$ cat src/rtl/video_pkg.sv
// Shared video constants and helpers for the composite encoder.
package video_pkg;

  // Pipeline depth of the chroma path; the luma delay line is set to this minus one.
  localparam int CHROMA_LATENCY = 3;

  localparam int PHASE_BITS_DEF = 32;
  localparam int LUT_BITS_DEF   = 8;
  localparam int DATA_BITS_DEF  = 8;

  // Sine table amplitude and storage width; the MAC shift undoes the x127 scaling.
  localparam int LUT_AMP      = 127;
  localparam int LUT_AMP_BITS = 8;
  localparam int MAC_SHIFT    = 7;

  // cos(45deg) * 256, used to split the PAL burst between -U and +V.
  localparam int PAL_BURST_SCALE = 181;

  // Subcarrier frequency words for a 27 MHz clock (3.579545 MHz / 4.43361875 MHz).
  localparam logic [31:0] NTSC_PHASE_INC = 32'h21F0_7C1F;
  localparam logic [31:0] PAL_PHASE_INC  = 32'h2A09_8ACB;

  localparam real PI = 3.14159265358979323846;

  // Clamp x to the signed range of a bits-wide word.
  function automatic int sat_signed(input int x, input int bits);
    int hi;
    int lo;
    hi = (1 << (bits - 1)) - 1;
    lo = -(1 << (bits - 1));
    if (x > hi) return hi;
    if (x < lo) return lo;
    return x;
  endfunction

  // One entry of a full-period sine table, rounded half away from zero.
  function automatic int sine_entry(input int i, input int depth);
    real y;
    y = real'(LUT_AMP) * $sin(2.0 * PI * real'(i) / real'(depth));
    return (y >= 0.0) ? $rtoi(y + 0.5) : -$rtoi(0.5 - y);
  endfunction

endpackage

$ cat src/rtl/sine_lut.sv
// Full-period signed sine ROM with two registered read ports (sine and cosine).
module sine_lut
  import video_pkg::*;
#(
  parameter int LUT_BITS = LUT_BITS_DEF,
  parameter int AMP_BITS = LUT_AMP_BITS
) (
  input  logic                       clk,
  input  logic                       rst_n,
  input  logic [LUT_BITS-1:0]        idx,
  output logic signed [AMP_BITS-1:0] sin_q,
  output logic signed [AMP_BITS-1:0] cos_q
);

  localparam int DEPTH   = 1 << LUT_BITS;
  localparam int QUARTER = DEPTH / 4;

  logic signed [AMP_BITS-1:0] rom [DEPTH];
  logic [LUT_BITS-1:0]        cos_idx;
  logic signed [AMP_BITS-1:0] sin_d;
  logic signed [AMP_BITS-1:0] cos_d;

  for (genvar gi = 0; gi < DEPTH; gi++) begin : g_rom
    assign rom[gi] = AMP_BITS'(sine_entry(gi, DEPTH));
  end

  // Cosine is the sine a quarter turn ahead; the index wraps naturally.
  always_comb begin
    cos_idx = idx + LUT_BITS'(QUARTER);
    sin_d   = rom[idx];
    cos_d   = rom[cos_idx];
  end

  // Registered read on both ports.
  always_ff @(posedge clk or negedge rst_n) begin
    if (!rst_n) begin
      sin_q <= '0;
      cos_q <= '0;
    end else begin
      sin_q <= sin_d;
      cos_q <= cos_d;
    end
  end

endmodule

$ cat src/rtl/chroma_modulator.sv
// Subcarrier NCO, U/V operand select with burst and PAL V-switch, and quadrature MAC.
module chroma_modulator
  import video_pkg::*;
#(
  parameter int PHASE_BITS = PHASE_BITS_DEF,
  parameter int LUT_BITS   = LUT_BITS_DEF,
  parameter int DATA_BITS  = DATA_BITS_DEF
) (
  input  logic                        clk,
  input  logic                        rst_n,
  input  logic [PHASE_BITS-1:0]       phase_inc,
  input  logic                        phase_clear,
  input  logic                        pal_mode,
  input  logic                        line_start,
  input  logic                        burst_en,
  input  logic                        active,
  input  logic signed [DATA_BITS-1:0] u,
  input  logic signed [DATA_BITS-1:0] v,
  input  logic [DATA_BITS-1:0]        burst_amp,
  output logic signed [DATA_BITS:0]   chroma_out,
  output logic                        vsw
);

  // Operands carry one extra bit: an NTSC burst can reach -(2^DATA_BITS - 1).
  localparam int OPW  = DATA_BITS + 1;
  localparam int OUTW = DATA_BITS + 1;
  localparam int SUMW = OPW + LUT_AMP_BITS + 1;

  localparam logic [DATA_BITS+7:0]  PAL_SCALE_W = (DATA_BITS + 8)'(PAL_BURST_SCALE);
  localparam logic signed [OPW-1:0] V_MIN = OPW'(-(1 << (DATA_BITS - 1)));
  localparam logic signed [OPW-1:0] V_MAX = OPW'((1 << (DATA_BITS - 1)) - 1);

  logic [PHASE_BITS-1:0]         acc_q, acc_d;
  logic                          vsw_q, vsw_d;
  logic [LUT_BITS-1:0]           idx_q, idx_d;
  logic signed [OPW-1:0]         up_q, up_d, vp_q, vp_d;
  logic signed [OPW-1:0]         up2_q, vp2_q;
  logic signed [OUTW-1:0]        chroma_q, chroma_d;
  logic signed [LUT_AMP_BITS-1:0] sin_w, cos_w;

  logic [DATA_BITS+7:0]          burst_prod;
  logic signed [OPW-1:0]         burst_k, burst_full, u_sel, v_sel;
  logic signed [SUMW-1:0]        u_ext, v_ext, s_ext, c_ext, sum, shifted;

  // Phase accumulator and V-switch next state; a new line_start toggle applies to this sample.
  always_comb begin
    acc_d = phase_clear ? '0 : acc_q + phase_inc;
    vsw_d = pal_mode & (vsw_q ^ line_start);
    idx_d = acc_q[PHASE_BITS-1 -: LUT_BITS];
  end

  // Stage 1 operand select: burst beats active video beats blanking, then V-switch.
  always_comb begin
    burst_prod = burst_amp * PAL_SCALE_W;
    burst_k    = {1'b0, DATA_BITS'(burst_prod >> 8)};
    burst_full = {1'b0, burst_amp};
    u_sel      = '0;
    v_sel      = '0;
    if (burst_en) begin
      if (pal_mode) begin
        u_sel = -burst_k;
        v_sel = burst_k;
      end else begin
        u_sel = -burst_full;
      end
    end else if (active) begin
      u_sel = {u[DATA_BITS-1], u};
      v_sel = {v[DATA_BITS-1], v};
    end
    up_d = u_sel;
    // The most negative sample value has no positive twin; clip it to full scale.
    if (vsw_d) vp_d = (v_sel == V_MIN) ? V_MAX : -v_sel;
    else       vp_d = v_sel;
  end

  // Stage 3 MAC: full-width quadrature sum, remove table scaling, clip to output range.
  always_comb begin
    u_ext    = $signed({{(SUMW-OPW){up2_q[OPW-1]}}, up2_q});
    v_ext    = $signed({{(SUMW-OPW){vp2_q[OPW-1]}}, vp2_q});
    s_ext    = $signed({{(SUMW-LUT_AMP_BITS){sin_w[LUT_AMP_BITS-1]}}, sin_w});
    c_ext    = $signed({{(SUMW-LUT_AMP_BITS){cos_w[LUT_AMP_BITS-1]}}, cos_w});
    sum      = u_ext * s_ext + v_ext * c_ext;
    shifted  = sum >>> MAC_SHIFT;
    chroma_d = OUTW'(sat_signed(int'(shifted), OUTW));
  end

  // All state: accumulator, V-switch, and the three pipeline stages.
  always_ff @(posedge clk or negedge rst_n) begin
    if (!rst_n) begin
      acc_q    <= '0;
      vsw_q    <= 1'b0;
      idx_q    <= '0;
      up_q     <= '0;
      vp_q     <= '0;
      up2_q    <= '0;
      vp2_q    <= '0;
      chroma_q <= '0;
    end else begin
      acc_q    <= acc_d;
      vsw_q    <= vsw_d;
      idx_q    <= idx_d;
      up_q     <= up_d;
      vp_q     <= vp_d;
      up2_q    <= up_q;
      vp2_q    <= vp_q;
      chroma_q <= chroma_d;
    end
  end

  sine_lut #(
    .LUT_BITS (LUT_BITS),
    .AMP_BITS (LUT_AMP_BITS)
  ) u_sine_lut (
    .clk   (clk),
    .rst_n (rst_n),
    .idx   (idx_q),
    .sin_q (sin_w),
    .cos_q (cos_w)
  );

  assign chroma_out = chroma_q;
  assign vsw        = vsw_q;

endmodule

$ cat config.mk
export PLATFORM = sky130hd
export DESIGN_NAME = chroma_modulator
export DESIGN_NICKNAME = d
export VERILOG_FILES = /design/src/rtl/video_pkg.sv /design/src/rtl/sine_lut.sv /design/src/rtl/chroma_modulator.sv
export SDC_FILE = /design/constraint.sdc
export NUM_CORES = 1
export LEC_CHECK = 0
export ABC_CLOCK_PERIOD_IN_PS = 13000
export BUFFER_PORTS_ARGS = -buffer_cell sky130_fd_sc_hd__buf_4
export CELL_PAD_IN_SITES_DETAIL_PLACEMENT = 0
export CELL_PAD_IN_SITES_GLOBAL_PLACEMENT = 1
export CORE_MARGIN = 2
export CORE_UTILIZATION = 50
export CTS_CLUSTER_DIAMETER = 60
export DETAILED_ROUTE_END_ITERATION = 7
export PLACE_DENSITY_LB_ADDON = 0.25
export SLEW_MARGIN = 20
export SYNTH_ARGS = -nofsm -noshare
export SYNTH_HDL_FRONTEND = slang
export SYNTH_SLANG_ARGS = --single-unit
$ cat constraint.sdc
create_clock -name clk -period 13 [get_ports clk]
set_clock_uncertainty 0.2 [all_clocks]
set_input_delay 0 -clock clk [delete_from_list [all_inputs] [get_ports clk]]
set_output_delay 0 -clock clk [all_outputs]
set_load 0.01 [all_outputs]
* Yosys cells after proc, flatten, opt, wreduce, memory -nomap -nowiden
Memories as Yosys holds them, arrays and structs flattened. A register that Yosys moved wholly into a read port is not among the register bits. Index checks and enable logic that the tools add are counted.
Storage, ports and cells: register bits 86, ROM bits 4096, input bits 63, memories 2
Operators by class: add/sub/neg operators 6, multipliers 3, $lt $le $gt $ge 2, eq/ne operators 1, multiplexer cells 16, bitwise logic cells 4, reduce and logical (&&, ||, !) cells 2
Memory list:
- (no name shown) | depth 256, bits a word 8, read ports 1, clocked after Yosys merged registers in 1, wr ports 0, line sine_lut.sv:30 | sin_d = rom[idx];
- (no name shown) | depth 256, bits a word 8, read ports 1, clocked after Yosys merged registers in 1, wr ports 0, line sine_lut.sv:31 | cos_d = rom[cos_idx];
Operators by type and width (number):
- $mux W9 | 10
- $mul A9 B8 Y17 | 2
- $add A32 B32 Y32 | 1
- $mux W32 | 1
- $add A17 B17 Y18 | 1
- $neg A8 Y9 | 2
- $not A8 Y9 | 2
- $mul A8 B8 Y16 const B | 1
- $mux W8 | 2
- $gt A11 B9 Y1 const B | 1
- $lt A11 B9 Y1 const B | 1
- $eq A9 B8 Y1 const B | 1
- $neg A9 Y9 | 1
- $add A8 B7 Y8 const B | 1
- $mux W1 | 3
- $logic_not A1 Y1 | 2
- $and A1 B1 Y1 | 1
- $xor A1 B1 Y1 | 1

* Depth between registers and ports, before layout
Gate-level depths: netlist of run 1.
depth after elaboration 7, depth in mapped cells 22, depth with buffers taken out 21

* By module
A second synthesis of run 1 with hierarchy kept.
Second synthesis, totals: cells, all modules 1620, area total of the unflattened synthesis 14626.5 um2
By module, submodules not included:
- chroma_modulator | instances 1, cells each 1246, area each 11850.1 um2
- sine_lut | instances 1, cells each 374, area each 2776.4 um2

* Least setup slack after synthesis of run 1
Ideal clock, no wire load.
path type reg-to-reg, from register u_sine_lut.cos_q[0], to register chroma_q[0] (netlist: chroma_out[0]), arrival 6375 ps, required time 12733 ps, slack 6358 ps, stages on the path, launching flop included 20, path buffers 0, clock period less this slack 6642 ps, path through dfrtp_1 > and2_1 > inv_1 > fa_1 > inv_1 > fa_1 > fa_1 > fa_1 > fa_1 > inv_1 > fa_1 > inv_1 > ha_1 > and4_1 > a221oi_1 > o211ai_1 > nand3_1 > o221ai_1 > a221oi_1 > o21a_1
Between the ends: cells in the longest elaborated chain, start to end 7, elaborated cells on any way between the ends 11
RTL lines:
- start: declaration | line sine_lut.sv:12 | output logic signed [AMP_BITS-1:0] cos_q
- $mul A9 B8 Y17 (*) | line chroma_modulator.sv:82 | sum = u_ext * s_ext + v_ext * c_ext;
- $add A17 B17 Y18 (*) | line chroma_modulator.sv:82
- $gt A11 B9 Y1 or $lt A11 B9 Y1 (tied branches) | line video_pkg.sv:31, video_pkg.sv:32
- $mux W8 or $mux W1 (tied branches) | line video_pkg.sv:31, video_pkg.sv:32
- $mux W9 or $mux W1 (tied branches) | line video_pkg.sv:32 | if (x < lo) return lo;
- $mux W9 | line video_pkg.sv:33 | return x;
- $mux W9 (*) | line video_pkg.sv:32
- named net chroma_d[0] | line chroma_modulator.sv:38 | logic signed [OUTW-1:0] chroma_q, chroma_d;
- end signal: assignment | line chroma_modulator.sv:106 | chroma_q <= chroma_d;
- end: declaration | line chroma_modulator.sv:38
The timed path passes the listed nets; every way through them passes the cells marked *. The select of a mux whose other input is x is not followed.

* Final worst setup path of run 1
from register u_sine_lut.cos_q[0], to register chroma_q[1] (netlist: chroma_out[1])
The elaborated chain is that of the path after synthesis.

==> flow_summary.json, run 1 <==
{
  "outcome": "complete, no violations",
  "vias": 11200,
  "drt-initial-drc-count": 618,
  "slew_headroom_pct": 34.8,
  "grt_start_max_net_pins": 71,
  "root_buffer": "clkbuf_16",
  "synth_top_area_share_pct": 24.4,
  "tightestPinTransition_ns": 0.978,
  "nets": 2047,
  "wl_per_cell_um": 16.1,
  "cts_htree_levels": 3,
  "via_per_inst": 5.41,
  "dieArea_um2": 29300,
  "required_ns": 13.09,
  "drt_pre_antenna_iters": 6,
  "instances_no_fill": 2062,
  "num_io_pins": 73,
  "yosysSeqAreaShare_pct": 18.3,
  "rows": 61,
  "async_flop_share_pct": 100,
  "route.detailed.drc": 0,
  "post-synth-top-area-cell": "fa_1",
  "portBuffers": 72,
  "synth_cells": 1577,
  "totalWireLength_mm": 33.3,
  "antenna_left": 0,
  "synth_edf_count": 0,
  "yosys_most_used_dff": "dfrtp_1",
  "fillers": 2513,
  "cts_tree": "built",
  "drive_gt1_share_pct": 7.07,
  "core_region_area_um2": 27600,
  "hpwl_mm": 26.3,
  "rsz0062_at_grt": "false",
  "tns_ns": 0,
  "synth_nets": 1945,
  "synth.most_common_cell": "inv_1",
  "synthTopCellsByArea": "fa_1 (24%), dfrtp_1 (18%), ha_1 (12%)",
  "dp_cells": 1978,
  "syn2layout_area_growth_pct": 13.1,
  "die_width_um": 171,
  "whs_path_depth": 3,
  "netlist_area_um2": 13900,
  "start_util_pct": 50.5,
  "hold_violations": 0,
  "drv_slew": 0,
  "cts_resized": 0,
  "critPathKind": "reg -> reg",
  "cts_max_path_buffers": 2,
  "timing.fmax_ghz": 0.136,
  "dpl_worst_slack_ns": 5.56,
  "cp_max_fo": 9,
  "r2r_cells": 19,
  "hold_ws_ns": 0.0219,
  "grt_util_all_layers_pct": 24.0,
  "postCtsHoldBufs": 68,
  "die_y_um": 171,
  "cts_made_buffers": 9,
  "grt_pass1_wl_mm": 56.3,
  "diodes": 0,
  "ys_warn_count": 0,
  "cts_sinks": 102,
  "insertion_delay_ns": 0.36,
  "grt-ovfl-total": 0,
  "antenna_found_initial": 0,
  "max_cap_violations": 0,
  "clkTransAtPathRegs_ns": 0.08,
  "setup_slack_ns": 5.65,
  "place_congestion": 0.902,
  "final-setup-viol-count": 0,
  "start_kind": "flip-flop",
  "grt_pass1_vias": 11300,
  "synth_seq_cells": 102,
  "period_minus_slack_ns": 7.35,
  "crit_arrival_ns": 7.44,
  "fin_crit_sh_pct": 56.5,
  "avgSynthCellArea_um2": 8.85,
  "hold_class": "in -> reg",
  "synth_common_cells": "inv_1 (242), fa_1 (170), ha_1 (135), nand2_1 (126), nor2_1 (115)",
  "cts_setup_buffers": 0,
  "worst_setup_path_end_kind": "flip-flop",
  "synthDistinctLibCells": 66
}
-- state kept, by name (all words and copies together) (netlist names) --
| signal | cells |
|---|---|
| u_sine_lut.cos_q | 8 |
| vp_q | 9 |
| up2_q | 9 |
| acc_q | 32 |
| vp2_q | 9 |
| chroma_out | 9 |
| up_q | 9 |
| vsw | 1 |
| idx_q | 8 |
| u_sine_lut.sin_q | 8 |
-- cell families (layout without fill, tap and decap cells) --
kind of cell	after synthesis	in the layout	synth area share, %
compound gates	319	319	14.8
simple gates	466	466	16.5
fa+ha+maj	305	305	36.5
mux	21	21	1.77
buf+inv	302	409	8.19
xor+xnor	62	62	3.89
flops	102	102	18.3
-- per-stage QoR --
step,cell area (um^2),utilization [%]
floorplan,13900,-
global placement,14800,53.6
detailed placement,14800,53.6
CTS,15800,57.1
global route,15800,57.1
finish,15800,57.1
-- path summary, 6_finish.rpt --
| check | from | endpoint | slack [ns] |
|---|---|---|---|
| max reg2reg | u_sine_lut.cos_q[0] | chroma_out[1] | 5.65 |
| max | u_sine_lut.cos_q[0] | chroma_out[1] | 5.65 |
| max in group asynchronous | rst_n | idx_q[4] | 11.18 |
| min | pal_mode | up_q[8] | 0.02 |
| min reg2reg | up_q[6] | up2_q[6] | 0.14 |
| min in group asynchronous | rst_n | chroma_out[8] | 0.48 |
-- layout make-up --
type / count / area [um^2] / share of cell area, %
repair buffers: 147 / 1280 / 8.13
clock inverters: 6 / 62.6 / 0.396
multi-input cells: 1173 / 10300 / 65.0
flip-flops and latches: 102 / 2550 / 16.2
well taps: 378 / 473 / 3.00
clock buffers: 10 / 229 / 1.45
inverters: 246 / 923 / 5.85
-- worst max-delay path: stages, from the launching register on --
cell      delay (ns)
dfrtp_1         0.48
and2_1          0.51
inv_1           0.14
fa_1            0.55
inv_1           0.05
fa_1            0.52
fa_1            0.45
fa_1            0.52
fa_1            0.54
inv_1           0.05
fa_1            0.53
inv_1           0.04
ha_1            0.33
and4_1          0.21
a221oi_1        0.52
o211ai_1        0.27
nand3_1         0.16
o221ai_1        0.12
a221oi_1        0.86
o21a_1          0.23
-- layout by cell type (no fill, tap or decap), drive strengths merged, types with 20 or more instances in the layout --
| cell type | n |
|---|---|
| dfrtp | 102 |
| nor2 | 115 |
| buf | 80 |
| a21o | 20 |
| nand2 | 126 |
| a21oi | 90 |
| fa | 170 |
| and2 | 95 |
| xor2 | 22 |
| inv | 247 |
| o21ai | 67 |
| nor2b | 21 |
| xnor2 | 40 |
| ha | 135 |
| nor3 | 28 |
| dlygate4sd3 | 67 |
-- per-layer routing --
| layer | part of all wire [%] | GRT usage (%) | vias to the layer above |
|---|---|---|---|
| li1 | - | - | 5420 |
| met1 | 45 | 32.1 | 5439 |
| met2 | 49 | 41.4 | 242 |
| met3 | 4.1 | 3.40 | 51 |
| met4 | 2.0 | 5.71 | 0 |
| met5 | 0 | 0 | - |
Power of run 1 is not shown: default switching activity piles up to over one toggle a cycle in this logic, so the estimate is an artifact.
==> run 2: changes to the inputs <==
--- a/config.mk
+++ b/config.mk
@@ -5,12 +5,12 @@
 export SDC_FILE = /design/constraint.sdc
 export NUM_CORES = 1
 export LEC_CHECK = 0
-export ABC_CLOCK_PERIOD_IN_PS = 13000
+export ABC_CLOCK_PERIOD_IN_PS = 6400
 export BUFFER_PORTS_ARGS = -buffer_cell sky130_fd_sc_hd__buf_4
 export CELL_PAD_IN_SITES_DETAIL_PLACEMENT = 0
 export CELL_PAD_IN_SITES_GLOBAL_PLACEMENT = 1
 export CORE_MARGIN = 2
-export CORE_UTILIZATION = 50
+export CORE_UTILIZATION = 45
 export CTS_CLUSTER_DIAMETER = 60
 export DETAILED_ROUTE_END_ITERATION = 7
 export PLACE_DENSITY_LB_ADDON = 0.25
==> constraint.sdc (replaced) <==
create_clock -name clk -period 6.4 [get_ports clk]
set_clock_uncertainty 0.2 [all_clocks]
set_input_delay 0 -clock clk [delete_from_list [all_inputs] [get_ports clk]]
set_output_delay 0 -clock clk [all_outputs]
set_load 0.01 [all_outputs]
==> run 2 against run 1 <==
Against the previous run:
- routed wire length grew 2.7%
- sequential share of layout area shrank 0.15 points
- design area up 1.4%
- highest routed layer unchanged
- critical path type unchanged
==> flow_summary.json, run 2 (synthesized netlist as in run 1, its figures left out) <==
{
  "cts_made_buffers": 9,
  "die_y_um": 180,
  "root_buffer": "clkbuf_16",
  "dpl_worst_slack_ns": -0.0688,
  "cts_htree_levels": 3,
  "r2r_cells": 20,
  "core_region_area_um2": 30600,
  "place_congestion": 0.923,
  "crit_arrival_ns": 6.34,
  "tightestPinTransition_ns": 0.927,
  "antenna_found_initial": 1,
  "r2r-start": "vp2_q[3]",
  "grt_pass1_vias": 11700,
  "slew_headroom_pct": 38.2,
  "syn2layout_area_growth_pct": 14.7,
  "portBuffers": 72,
  "final-setup-viol-count": 0,
  "totalWireLength_mm": 34.2,
  "hold_ws_ns": 0.00974,
  "cts_tree": "built",
  "setup_slack_ns": 0.168,
  "num_io_pins": 73,
  "final_area_um2": 16000,
  "dp_cells": 2014,
  "drt_pre_antenna_iters": 7,
  "dpl_cell_area_um2": 15000,
  "max_cap_violations": 0,
  "start_util_pct": 45.6,
  "rows": 64,
  "cp_max_fo": 8,
  "outcome": "complete, no violations",
  "timing.fmax_ghz": 0.160,
  "route.detailed.drc": 0,
  "worst_setup_path_end_kind": "flip-flop",
  "die_width_um": 180,
  "largest_reg_flops": 32,
  "required_ns": 6.51,
  "critPathKind": "reg -> reg",
  "cts_sinks": 102,
  "instances_no_fill": 2100,
  "drive_gt1_share_pct": 9.04,
  "drv_slew": 0,
  "cts_max_path_buffers": 2,
  "timing.rr.end": "chroma_out[7]",
  "period_minus_slack_ns": 6.23,
  "clkTransAtPathRegs_ns": 0.08,
  "via_per_inst": 5.33,
  "dieArea_um2": 32400,
  "hold_violations": 0,
  "start_kind": "flip-flop",
  "vias": 11200,
  "r2r_setup_slack_ns": 0.17,
  "fin_crit_sh_pct": 97.4,
  "drt-initial-drc-count": 672,
  "hold_class": "in -> async",
  "grt_start_max_net_pins": 70,
  "grt_util_all_layers_pct": 21.6,
  "antenna_left": 0,
  "grt_pass1_wl_mm": 57.4,
  "hpwl_mm": 27.3,
  "layout_common_cells": "inv_1 (242), fa_1 (169), ha_1 (133)",
  "nets": 2066,
  "grt-ovfl-total": 0,
  "insertion_delay_ns": 0.37,
  "regMostFlops": "acc_q",
  "wl_per_cell_um": 16.3,
  "layout_commonest_cell": "inv_1"
}
==> run 2: stage by stage <==
stage	util, %	setup TNS, ns
6_report	52.3	0
5_1_grt	52.3	-0.0563
4_1_cts	52.1	0
3_5_place_dp	48.9	-0.484
3_3_place_gp	48.9	0
2_1_floorplan	-	0
==> run 2: layer usage <==
| layer | GRT usage [%] | share of wire (%) | wire length [um] |
|---|---|---|---|
| met1 | 28.9 | 46 | 15800 |
| met2 | 38.0 | 49 | 16800 |
| met4 | 4.29 | 1.3 | 442 |
| met3 | 2.69 | 3.5 | 1190 |
| met5 | 0 | 0 | 0 |
==> run 2: cell type report <==
type | count | area (um^2)
inverter | 246 | 923
sequential | 102 | 2570
clock buffer | 10 | 229
multi-input combinational | 1173 | 10300
clock inverter | 6 | 63.8
fill | 2922 | 14600
tap | 396 | 495
timing repair buffer | 166 | 1420
antenna | 1 | 2.50
==> run 2: how the worst max path moves through the flow <==
stage / from / depth (start not counted) / end / slack (ns)
6_report: vp2_q[3] / 20 / chroma_out[7] / 0.17
2_1_floorplan: u_sine_lut.cos_q[0] / 19 / chroma_out[0] / 0.07
3_3_place_gp: u_sine_lut.cos_q[4] / 20 / chroma_out[0] / 0.07
5_1_grt: vp2_q[3] / 20 / chroma_out[7] / -0.02
3_5_place_dp: u_sine_lut.cos_q[4] / 20 / chroma_out[0] / -0.07
4_1_cts: u_sine_lut.cos_q[4] / 20 / chroma_out[0] / 0.03
==> run 2: worst max-delay path, cell delays in order (launching register included) <==
cell	delay, ns
dfrtp_2	0.46
and2_1	0.19
fa_1	0.55
inv_1	0.06
fa_1	0.48
inv_1	0.06
fa_1	0.52
fa_1	0.52
fa_1	0.54
inv_1	0.05
fa_1	0.52
inv_1	0.05
ha_1	0.35
a21o_1	0.21
a221oi_2	0.31
o211ai_1	0.19
nand3_1	0.14
o221ai_1	0.16
a221oi_2	0.29
buf_4	0.19
o21a_1	0.13
==> run 2: what timing repair did <==
action | 4_1_cts | 5_1_grt
pin swaps | 0 | 6
hold buffers | 68 | 0
resized for setup | 1 | 14
setup endpoints to repair | 8 | 8
setup buffers | 0 | 1
cloned | 0 | 0
hold endpoints to repair | 100 | 0
Power of run 2 is left out for the same reason.
